==> src/rtl/bus_switch_arbiter.sv <==
// bus_switch_arbiter
//   Round-robin arbiter that sequences N requesters onto one shared bus, each
//   requester driving the bus through its own tri-state switch. Produces
//   registered one-hot switch enables, inserts TURNAROUND dead cycles between
//   owners so two switches never drive together, and optionally preempts an
//   owner after MAX_HOLD consecutive grant cycles when someone else waits.
//
// Ports
//   clk          rising-edge clock
//   rst          synchronous active-low reset
//   req[N]       per-requester request level
//   grant[N]     one-hot switch enables (registered)
//   grant_valid  high when any grant bit is high
//   grant_id     index of current owner, 0 when grant_valid is low
//   preempt      one-cycle pulse when the owner is forcibly released
module bus_switch_arbiter #(
  parameter int N          = 4,
  parameter int TURNAROUND = 1,
  parameter int MAX_HOLD   = 8,
  localparam int IDW       = (N > 1) ? $clog2(N) : 1
) (
  input  logic           clk,
  input  logic           rst,
  input  logic [N-1:0]   req,
  output logic [N-1:0]   grant,
  output logic           grant_valid,
  output logic [IDW-1:0] grant_id,
  output logic           preempt
);

  localparam int HW = (MAX_HOLD > 1) ? $clog2(MAX_HOLD) : 1;
  localparam logic [HW-1:0] HOLD_LAST = HW'((MAX_HOLD == 0) ? 0 : MAX_HOLD - 1);
  localparam logic [3:0]    TURN_LAST = 4'(TURNAROUND - 1);

  typedef enum logic [1:0] {IDLE, GRANT, TURN} state_t;

  state_t         state;
  logic [IDW-1:0] ptr;
  logic [HW-1:0]  hold_cnt;
  logic [3:0]     turn_cnt;

  logic           any_req;
  logic           owner_req;
  logic           other_req;
  logic           hold_expired;
  logic           select_now;
  logic [IDW-1:0] winner;
  logic [IDW-1:0] next_ptr;

  // First requester found scanning circularly from p.
  function automatic logic [IDW-1:0] pick(input logic [N-1:0] r,
                                          input logic [IDW-1:0] p);
    logic        found;
    logic [31:0] idx;
    pick  = '0;
    found = 1'b0;
    for (int unsigned i = 0; i < N; i++) begin
      idx = (32'(p) + i) % 32'(N);
      if (!found && r[IDW'(idx)]) begin
        pick  = IDW'(idx);
        found = 1'b1;
      end
    end
  endfunction

  function automatic logic [N-1:0] onehot(input logic [IDW-1:0] i);
    onehot    = '0;
    onehot[i] = 1'b1;
  endfunction

  always_comb begin
    any_req      = |req;
    // grant is one-hot on the owner, so masking with it isolates the owner
    owner_req    = |(req & grant);
    other_req    = |(req & ~grant);
    hold_expired = (MAX_HOLD != 0) && (hold_cnt == HOLD_LAST) && other_req;
    select_now   = (state == IDLE) || ((state == TURN) && (turn_cnt == TURN_LAST));
    winner       = pick(req, ptr);
    next_ptr     = (grant_id == IDW'(N - 1)) ? '0 : grant_id + IDW'(1);
  end

  always_ff @(posedge clk) begin
    if (!rst) begin
      state       <= IDLE;
      grant       <= '0;
      grant_valid <= 1'b0;
      grant_id    <= '0;
      preempt     <= 1'b0;
      ptr         <= '0;
      hold_cnt    <= '0;
      turn_cnt    <= '0;
    end else begin
      preempt <= 1'b0;
      case (state)
        GRANT: begin
          // A release on the same edge as an expiring hold wins: preempt only
          // fires while the owner still requests.
          if (!owner_req || hold_expired) begin
            grant       <= '0;
            grant_valid <= 1'b0;
            grant_id    <= '0;
            preempt     <= owner_req;
            ptr         <= next_ptr;
            turn_cnt    <= '0;
            state       <= TURN;
          end else if (hold_cnt != HOLD_LAST) begin
            hold_cnt <= hold_cnt + HW'(1);
          end
        end
        IDLE, TURN: begin
          if (select_now) begin
            if (any_req) begin
              grant       <= onehot(winner);
              grant_valid <= 1'b1;
              grant_id    <= winner;
              hold_cnt    <= '0;
              state       <= GRANT;
            end else begin
              state <= IDLE;
            end
          end else begin
            turn_cnt <= turn_cnt + 4'd1;
          end
        end
        default: state <= IDLE;
      endcase
    end
  end

endmodule

==> config.mk <==
export PLATFORM = sky130hd
export DESIGN_NAME = bus_switch_arbiter
export DESIGN_NICKNAME = d
export VERILOG_FILES = /design/src/rtl/bus_switch_arbiter.sv
export SDC_FILE = /design/constraint.sdc
export NUM_CORES = 1
export LEC_CHECK = 0
export BUFFER_PORTS_ARGS = -buffer_cell sky130_fd_sc_hd__buf_4
export CELL_PAD_IN_SITES_DETAIL_PLACEMENT = 1
export CELL_PAD_IN_SITES_GLOBAL_PLACEMENT = 2
export CORE_MARGIN = 1
export CORE_UTILIZATION = 30
export CTS_BUF_LIST = sky130_fd_sc_hd__clkbuf_8
export DETAILED_ROUTE_END_ITERATION = 7
export GPL_ROUTABILITY_DRIVEN = 0
export MAX_ROUTING_LAYER = met4
export PLACE_DENSITY = 0.66
export SLEW_MARGIN = 40
export SYNTH_ARGS = -nofsm -noshare
export SYNTH_HDL_FRONTEND = slang
export SYNTH_SLANG_ARGS = --single-unit
export TNS_END_PERCENT = 30
==> constraint.sdc <==
create_clock -name clk -period 5.64 [get_ports clk]
set_clock_uncertainty 0.1 [all_clocks]
set_input_delay 1.128 -clock clk [delete_from_list [all_inputs] [get_ports clk]]
set_output_delay 1.128 -clock clk [all_outputs]
set_load 0.005 [all_outputs]
=== Word-level counts from Yosys, hierarchy flattened ===
Index checks and enable logic that the tools add are counted.

* Bitwise logic cells: 3
* Muxes and demuxes: 41
* Multipliers: 0
* Shifts and indexed selects: 0
* Add/subtract/negate cells: 6
* Divide/modulo/power cells: 0
* Reductions and logical operators: 25
* Magnitude comparators: 6
* Equal/unequal tests: 11

{| class="wikitable"
|+ Operators by type and width
! kind !! count
|-
| 2-bit 2-to-1 mux || 10
|-
| 4-bit 2-to-1 mux || 4
|-
| 4-bit one-hot mux with 2 select lines || 2
|-
| 2-bit by 3-bit < comparator with 1-bit output (second input constant) || 5
|-
| 1-bit 2-to-1 mux || 12
|-
| 3-bit 2-to-1 mux || 4
|-
| 2-bit != test (second input constant) || 6
|-
| 4-bit OR reduction || 3
|-
| 4-bit bitwise AND || 2
|-
| 1-bit binary-select mux with 2-bit select || 4
|-
| 2-bit one-hot mux with 2 select lines || 2
|-
| 1-bit logical AND || 6
|-
| 3-bit one-hot mux with 2 select lines || 1
|-
| 3-bit AND reduction || 2
|-
| 5-bit AND reduction || 1
|-
| 2-bit by 1-bit adder with 2-bit output (second input constant) || 2
|-
| 2-bit adder (second input constant) || 2
|-
| 4-bit by 1-bit adder with 4-bit output (second input constant) || 1
|-
| 2-bit equality test (second input constant) || 2
|-
| 1-bit zero test || 4
|-
| 4-bit zero test || 1
|-
| 4-bit NOT || 1
|-
| 2-bit AND reduction || 2
|-
| 4-bit AND reduction || 1
|-
| 11 further kinds || 12
|}

* Output and inout bits: 8
* Flip-flop bits (word level): 19
* Memories: 0
* Bits in writable memories: 0
* Latch bits: 0
* Word-level logic and storage cells: 100
* ROM bits: 0

=== Logic depth before layout (Yosys ltp) ===
Gate-level depths: netlist (run 1).

* Word-level depth: 19
* Depth in mapped cells: 8

=== Worst setup path after synthesis (run 1) ===
No wires, ideal clock.

* Path type: input -> register
* From: input req[2]
* To: register turn_cnt[1]
* Stages on the path: 5
* Path slack: 3331 ps
* Buffers on the path: 0
* Data arrival time: 2139 ps
* Path through: nand2b_1 o2111ai_1 a31o_4 or3_1 a21boi_1

* Cells in the longest elaborated chain, start to end: 6

{| class="wikitable"
|+ RTL lines
! what !! line !! text
|-
| start: declaration || 24 || <nowiki>input logic [N-1:0] req,</nowiki>
|-
| 4-bit bitwise AND (on tied branches) || 74, 75 ||
|-
| 4-bit OR reduction (on tied branches) || 74, 75 ||
|-
| 1-bit zero test or 1-bit logical AND (tied branches) || 98, 76 ||
|-
| 1-bit logical OR (*) || 98 || <nowiki>if (!owner_req || hold_expired) begin</nowiki>
|-
| 2-bit != test (no source line) (*) || - ||
|-
| 3-bit AND reduction (no source line) (*) || - ||
|-
| end signal: assignment || 122 || <nowiki>turn_cnt <= turn_cnt + 4'd1;</nowiki>
|-
| end: declaration || 40 || <nowiki>logic [3:0] turn_cnt;</nowiki>
|}

Mark *: on every way between the ends. The rest lies on a longest branch, timed or not.
A chain may end at the register's enable or synchronous reset.

=== Worst setup path in the final report (run 1) ===
* From: input req[3]
* To: register ptr[0]

* Cells in the longest elaborated chain, start to end: 5

{| class="wikitable"
|+ RTL lines
! what !! line !! text
|-
| 4-bit bitwise AND (on tied branches) || 74, 75 ||
|-
| 4-bit OR reduction (on tied branches) || 74, 75 ||
|-
| 1-bit zero test or 1-bit logical AND (tied branches) || 98, 76 ||
|-
| 1-bit logical OR (*) || 98 ||
|-
| 2-bit AND reduction (no source line) (*) || - ||
|-
| end signal: assignment || 103 || <nowiki>ptr <= next_ptr;</nowiki>
|-
| end: declaration || 38 || <nowiki>logic [IDW-1:0] ptr;</nowiki>
|}

Marks and branches as above.

==> flow_summary.ini, run 1 <==
[worst_setup_path]
reg2reg_depth = 6
reg2reg_from = turn_cnt[0]
crit_arrival_ns = 2.41
reg2reg_to = grant[1]
startpoint = req[3]
cp_max_fo = 8
worstSetupStartpointType = primary input
r2r_slack_ns = 3.69
end_kind = flip-flop
worst-setup-path-type = in -> reg
cp.required_ns = 5.73

[cts]
cts_setup_buffers = 0
cts_tree = done
cts_buffers = 3
clk_path_buf_depth = 2
cts.sinks = 19
cts_resized = 0
root_buffer = clkbuf_8
clkSlewWorstSetupHoldPaths_ns = 0.07
clk_latency_ns = 0.25
hold_buffers = 0
cts-htree-levels = 1

[logic_synthesis]
synthXorXnorAreaFrac_pct = 1.71
synth.net_count = 124
ys_ff_latch = 19
synth_cells = 113
avgSynthCellArea_um2 = 9.06
synth_top_area_share_pct = 37.2
yosysWarnings = 0
synth_top_area_cell = dfxtp_1
ys_top_cells_by_area = dfxtp_1 (37%), ha_1 (6.1%), nand2_1 (5.9%)
synth-simple-area-share_pct = 26.3
synth_edf_count = 0
synth.distinct_cells = 35
synthFlopType = dfxtp_1
syn_area_mm2 = 0.00102
ys_seq_area_share_pct = 37.2
synth_fa_ha_area_share_pct = 6.11
synth-compound-area-share_pct = 21.1
synthMuxAreaShare_pct = 3.91
synth_top_family_by_area = simple AND/OR/NAND/NOR gates
ys_async_sr_fraction_pct = 0

[sta]
hold_viol_final = 0
fin_crit_sh_pct = 41.2
slew-limit-headroom_pct = 69.3
setup_viol = 0
fin_setup_tns_ns = 0
timing.final.ws_setup_ns = 3.31
slew_viol_final = 0
max_freq_ghz = 0.430
rsz0062_at_grt = false
whs_ns = 0.371
fin_crit_ns = 2.33
worstMarginPinSlew_ns = 0.458

[routing]
drc = 0
viasPerCell = 4.92
drt_iter0_drc = 19
antenna_left = 0
drtPass1Iterations = 3
wl_per_cell_um = 13.1
routed_wl_um = 2240
vias = 837

[placed_design]
port_buffers = 13
postPlaceCellArea_mm2 = 0.00115
dp_slack_ns = 3.02
post-dp-hpwl_um = 1720

[floorplanning]
core-area_mm2 = 0.00315
die_area_mm2 = 0.00365
num_io_pins = 14
die_h_um = 60.4
die-width_um = 60.4
row_count = 20
start_util_pct = 32.5

[cells_and_area]
area_delta_synth_final_pct = 17.1
diodes = 0
drive_gt1_share_pct = 16.7
fin_nets = 138
finalInstanceArea_mm2 = 0.00120

[hold_path]
hold_path_end = grant_valid
holdPathStages = 2
hold_class = reg -> reg
hold_start = grant_valid

[pwr]
leakage_nw = 0.494
vdd_drop_max_uv = 97.2
totalPowerFinal_mw = 0.301
power_density_mw_per_mm2 = 251

[grt]
track_usage_pct = 14.2
grt_overflow = 0
grt_pass1_wl_um = 3630
antenna_found_initial = 0
grt_pass1_vias = 803
grt_max_degree = 22

[job]
maxCapViolCount = 0

[status]
status = complete, no violations
-- stage by stage --
step | instances | util [%]
floorplan | 113 | -
global placement | 166 | 36.6
detailed placement | 166 | 36.6
CTS | 170 | 38.0
global route | 170 | 38.0
finish | 170 | 38.0
-- layout make-up --
cell class	count	area, um^2
inverters	4	15.0
clock inverters	1	3.75
well taps	44	55.1
fillers	389	1950
repair buffers	13	97.6
clock buffers	3	41.3
flip-flops and latches	19	380
multi-input cells	86	606
-- synth_stat cells (2+ instances only) --
cell type  count
xor2_1         2
ha_1           5
nand3b_1       3
a21oi_1        3
nand2b_1       6
inv_1          4
nand2_1       16
nor2_1         3
and3_1         3
a21boi_0       4
a21boi_1       5
nand3_1        6
mux2i_1        4
and2_1         3
o32ai_1        2
dfxtp_1       19
or3_1          4
a22oi_1        2
clkbuf_1       3
-- worst max path at each step --
stage / cells past startpoint / slack, ns / endpoint
2_1_floorplan: 5 / 3.33 / turn_cnt[1]
3_3_place_gp: 6 / 3.07 / ptr[0]
3_5_place_dp: 6 / 3.02 / ptr[0]
4_1_cts: 6 / 3.29 / ptr[0]
5_1_grt: 6 / 3.21 / ptr[0]
6_report: 6 / 3.31 / ptr[0]
-- report_power, final --
part | internal, mW | switching [mW] | leakage, nW | total [mW]
Clock | 0.0483 | 0.0435 | 0.0269 | 0.0918
Sequential | 0.142 | 0.00761 | 0.155 | 0.150
Combinational | 0.0285 | 0.0313 | 0.312 | 0.0597
-- cell usage in the layout, fill, tap and decap left out, types with 2 or more instances in the layout --
cell       n
a21oi_1    3
and3_1     3
nor2_1     3
or3_1      4
dfxtp_1   19
a21boi_0   4
buf_4     13
o32ai_1    2
clkbuf_8   3
a22oi_1    2
mux2i_1    4
and2_1     3
nand2_1   16
nand3b_1   3
xor2_1     2
inv_1      5
a21boi_1   5
nand2b_1   6
nand3_1    6
ha_1       5
-- state kept, by name (all words and copies together), names as in the netlist --
signal / count
ptr: 2
turn_cnt: 4
grant_valid: 1
preempt: 1
grant_id: 2
hold_cnt: 3
grant: 4
state: 2
-- cell families (layout without fill, tap and decap cells) --
logic type	count (synthesis)	count (layout)
flip-flops	19	19
buffers and inverters	8	21
multiplexers	4	4
AND/OR/NAND/NOR	50	50
AO/OA/AOI/OAI	25	25
XOR/XNOR	2	2
adder cells (fa/ha/maj)	5	5
-- worst max-delay path, stage by stage --
cell	delay (ns)
buf_4	0.10
inv_1	0.06
o2111ai_1	0.35
a31oi_2	0.27
or3_1	0.36
a21boi_1	0.13
-- metal layers --
metal / global-route usage (%) / share of wire (%) / routed length, um / vias to the layer above
met5: - / 0 / 0 / -
met4: 5.84 / 1.2 / 27 / 0
met3: 3.20 / 2.2 / 50 / 2
met2: 24.0 / 51 / 1130 / 7
met1: 16.0 / 46 / 1020 / 401
li1: - / - / - / 427
Note: power is estimated with default switching activity, not from simulation.
==> run 2: changes to the inputs <==
--- a/config.mk
+++ b/config.mk
@@ -14,7 +14,7 @@
 export DETAILED_ROUTE_END_ITERATION = 7
 export GPL_ROUTABILITY_DRIVEN = 0
 export MAX_ROUTING_LAYER = met4
-export PLACE_DENSITY = 0.66
+export PLACE_DENSITY = 0.69
 export SLEW_MARGIN = 40
 export SYNTH_ARGS = -nofsm -noshare
 export SYNTH_HDL_FRONTEND = slang
==> constraint.sdc (replaced) <==
create_clock -name clk -period 1.9 [get_ports clk]
set_clock_uncertainty 0.1 [all_clocks]
set_input_delay 0.38 -clock clk [delete_from_list [all_inputs] [get_ports clk]]
set_output_delay 0.38 -clock clk [all_outputs]
set_load 0.005 [all_outputs]
==> flow_summary.ini, run 2 (synthesized netlist as in run 1, its figures left out) <==
[floorplanning]
num_io_pins = 14
core-area_mm2 = 0.00315
die_h_um = 60.4
die-width_um = 60.4
die_area_mm2 = 0.00365
row_count = 20
start_util_pct = 32.5

[placed_design]
port_buffers = 13
post-dp-hpwl_um = 1760
place_inst = 168

[cells_and_area]
diodes = 0
post-route-util_pct = 40.0
largest_registers = grant: 4 flops, turn_cnt: 4 flops, hold_cnt: 3 flops
final_cell_mix = dfxtp_1 (17), nand2_1 (16), buf_4 (16)
area_delta_synth_final_pct = 23.3
fin_nets = 142
drive_gt1_share_pct = 25.4
layout_commonest_cell = dfxtp_1
final_cell_count_no_fill = 174
nFillCells = 391

[cts]
cts.sinks = 19
clk_path_buf_depth = 2
root_buffer = clkbuf_8
clk_latency_ns = 0.25
cts-htree-levels = 1
clkSlewWorstSetupHoldPaths_ns = 0.07
hold_buffers = 0
cts_tree = done
cts_buffers = 3

[worst_setup_path]
cp_max_fo = 7
r2r_slack_ns = 0.02
path_cells = inv_2 -> ha_4 -> or3b_4 -> a211o_4 -> a21oi_4 -> mux2i_1
end_kind = flip-flop
worst-setup-path-type = reg -> reg
crit_arrival_ns = 1.97
max_stage_delay_ns = 0.40
cp.required_ns = 1.98
critical-path-slowest-cell = a211o_4
worstSetupStartpointType = flip-flop

[sta]
setup_viol = 0
fin_crit_sh_pct = 99.1
fin_setup_tns_ns = 0
worstMarginPinSlew_ns = 0.459
rsz0062_at_grt = true
max_freq_ghz = 0.531
slew_viol_final = 0
fin_crit_ns = 1.88
whs_ns = 0.367
slew-limit-headroom_pct = 69.3
hold_viol_final = 0

[grt]
grt_overflow = 0
grt_max_degree = 22
grt_pass1_vias = 878
grt_pass1_wl_um = 4070
track_usage_pct = 15.7
antenna_found_initial = 0

[routing]
wl_per_cell_um = 13.6
drt_iter0_drc = 19
viasPerCell = 4.98
antenna_left = 0
routed_wl_um = 2370
vias = 867
drtPass1Iterations = 4
drc = 0

[job]
maxCapViolCount = 0

[status]
status = complete, no violations

[pwr]
vdd_drop_max_uv = 214
power_density_mw_per_mm2 = 720
leakage_nw = 0.526

[hold_path]
hold_class = in -> reg
[run 2: cell types whose count changed in the layout (fill, tap and decap cells not counted), moves of 2 or more]
cell and change:
buf_4 +3, dfxtp_1 -2, dfxtp_2 +2, inv_1 -2, inv_2 +2, o32ai_1 -2, o32ai_2 +2
[run 2: repair_timing]
action / in CTS / in global routing
setup buffers: 1 / 0
pin swaps: 1 / 6
endpoints found under the setup margin: 5 / 10
gates cloned: 1 / 0
resized for setup: 2 / 8
[run 2: per-stage QoR]
step                power [mW]  setup slack, ns  cell area (um^2)
finish                   0.909           0.0173              1260
global route             0.968          -0.0858              1260
CTS                      0.926        -0.000658              1250
detailed placement       0.636          -0.0165              1170
global placement         0.631           0.0337              1170
floorplan                0.573           0.0540              1020
[run 2: area by class of cell]
| class | count | area [um^2] | area share (%) |
|---|---|---|---|
| flip-flops and latches | 19 | 383 | 30.3 |
| repair buffers | 16 | 120 | 9.51 |
| inverters | 4 | 15.0 | 1.19 |
| well taps | 44 | 55.1 | 4.36 |
| clock inverters | 1 | 3.75 | 0.297 |
| multi-input cells | 87 | 644 | 51.0 |
| clock buffers | 3 | 41.3 | 3.27 |
[run 2: layer usage]
layer | up-vias | global-route usage [%] | part of all wire [%]
met2 | 10 | 26.1 | 49
met3 | 2 | 2.56 | 2.2
met5 | - | - | 0
met4 | 0 | 6.82 | 0.93
li1 | 439 | - | -
met1 | 416 | 18.8 | 48
[run 2: path summary, 6_finish.rpt]
kind                            cells after the start   startpoint           to
worst max-delay path                                6  turn_cnt[1]  hold_cnt[2]
worst min-delay path                                2          rst     state[1]
worst max register to register                      6  turn_cnt[1]  hold_cnt[2]
worst min register to register                      2  grant_valid  grant_valid
[run 2: where the power goes]
| part | switching (mW) | total (mW) | internal (mW) |
|---|---|---|---|
| Clock | 0.128 | 0.271 | 0.143 |
| Sequential | 0.0246 | 0.446 | 0.422 |
| Combinational | 0.0971 | 0.191 | 0.0941 |
[run 2: critical path, delay by kind of cell (launching register included)]
family	cells	cell delay, ns
adders and majority gates	1	0.11
buffers and inverters	1	0.07
and+or+nand+nor	1	0.38
AOI/OAI and AO/OA	2	0.61
muxes	1	0.20
DFF	1	0.33
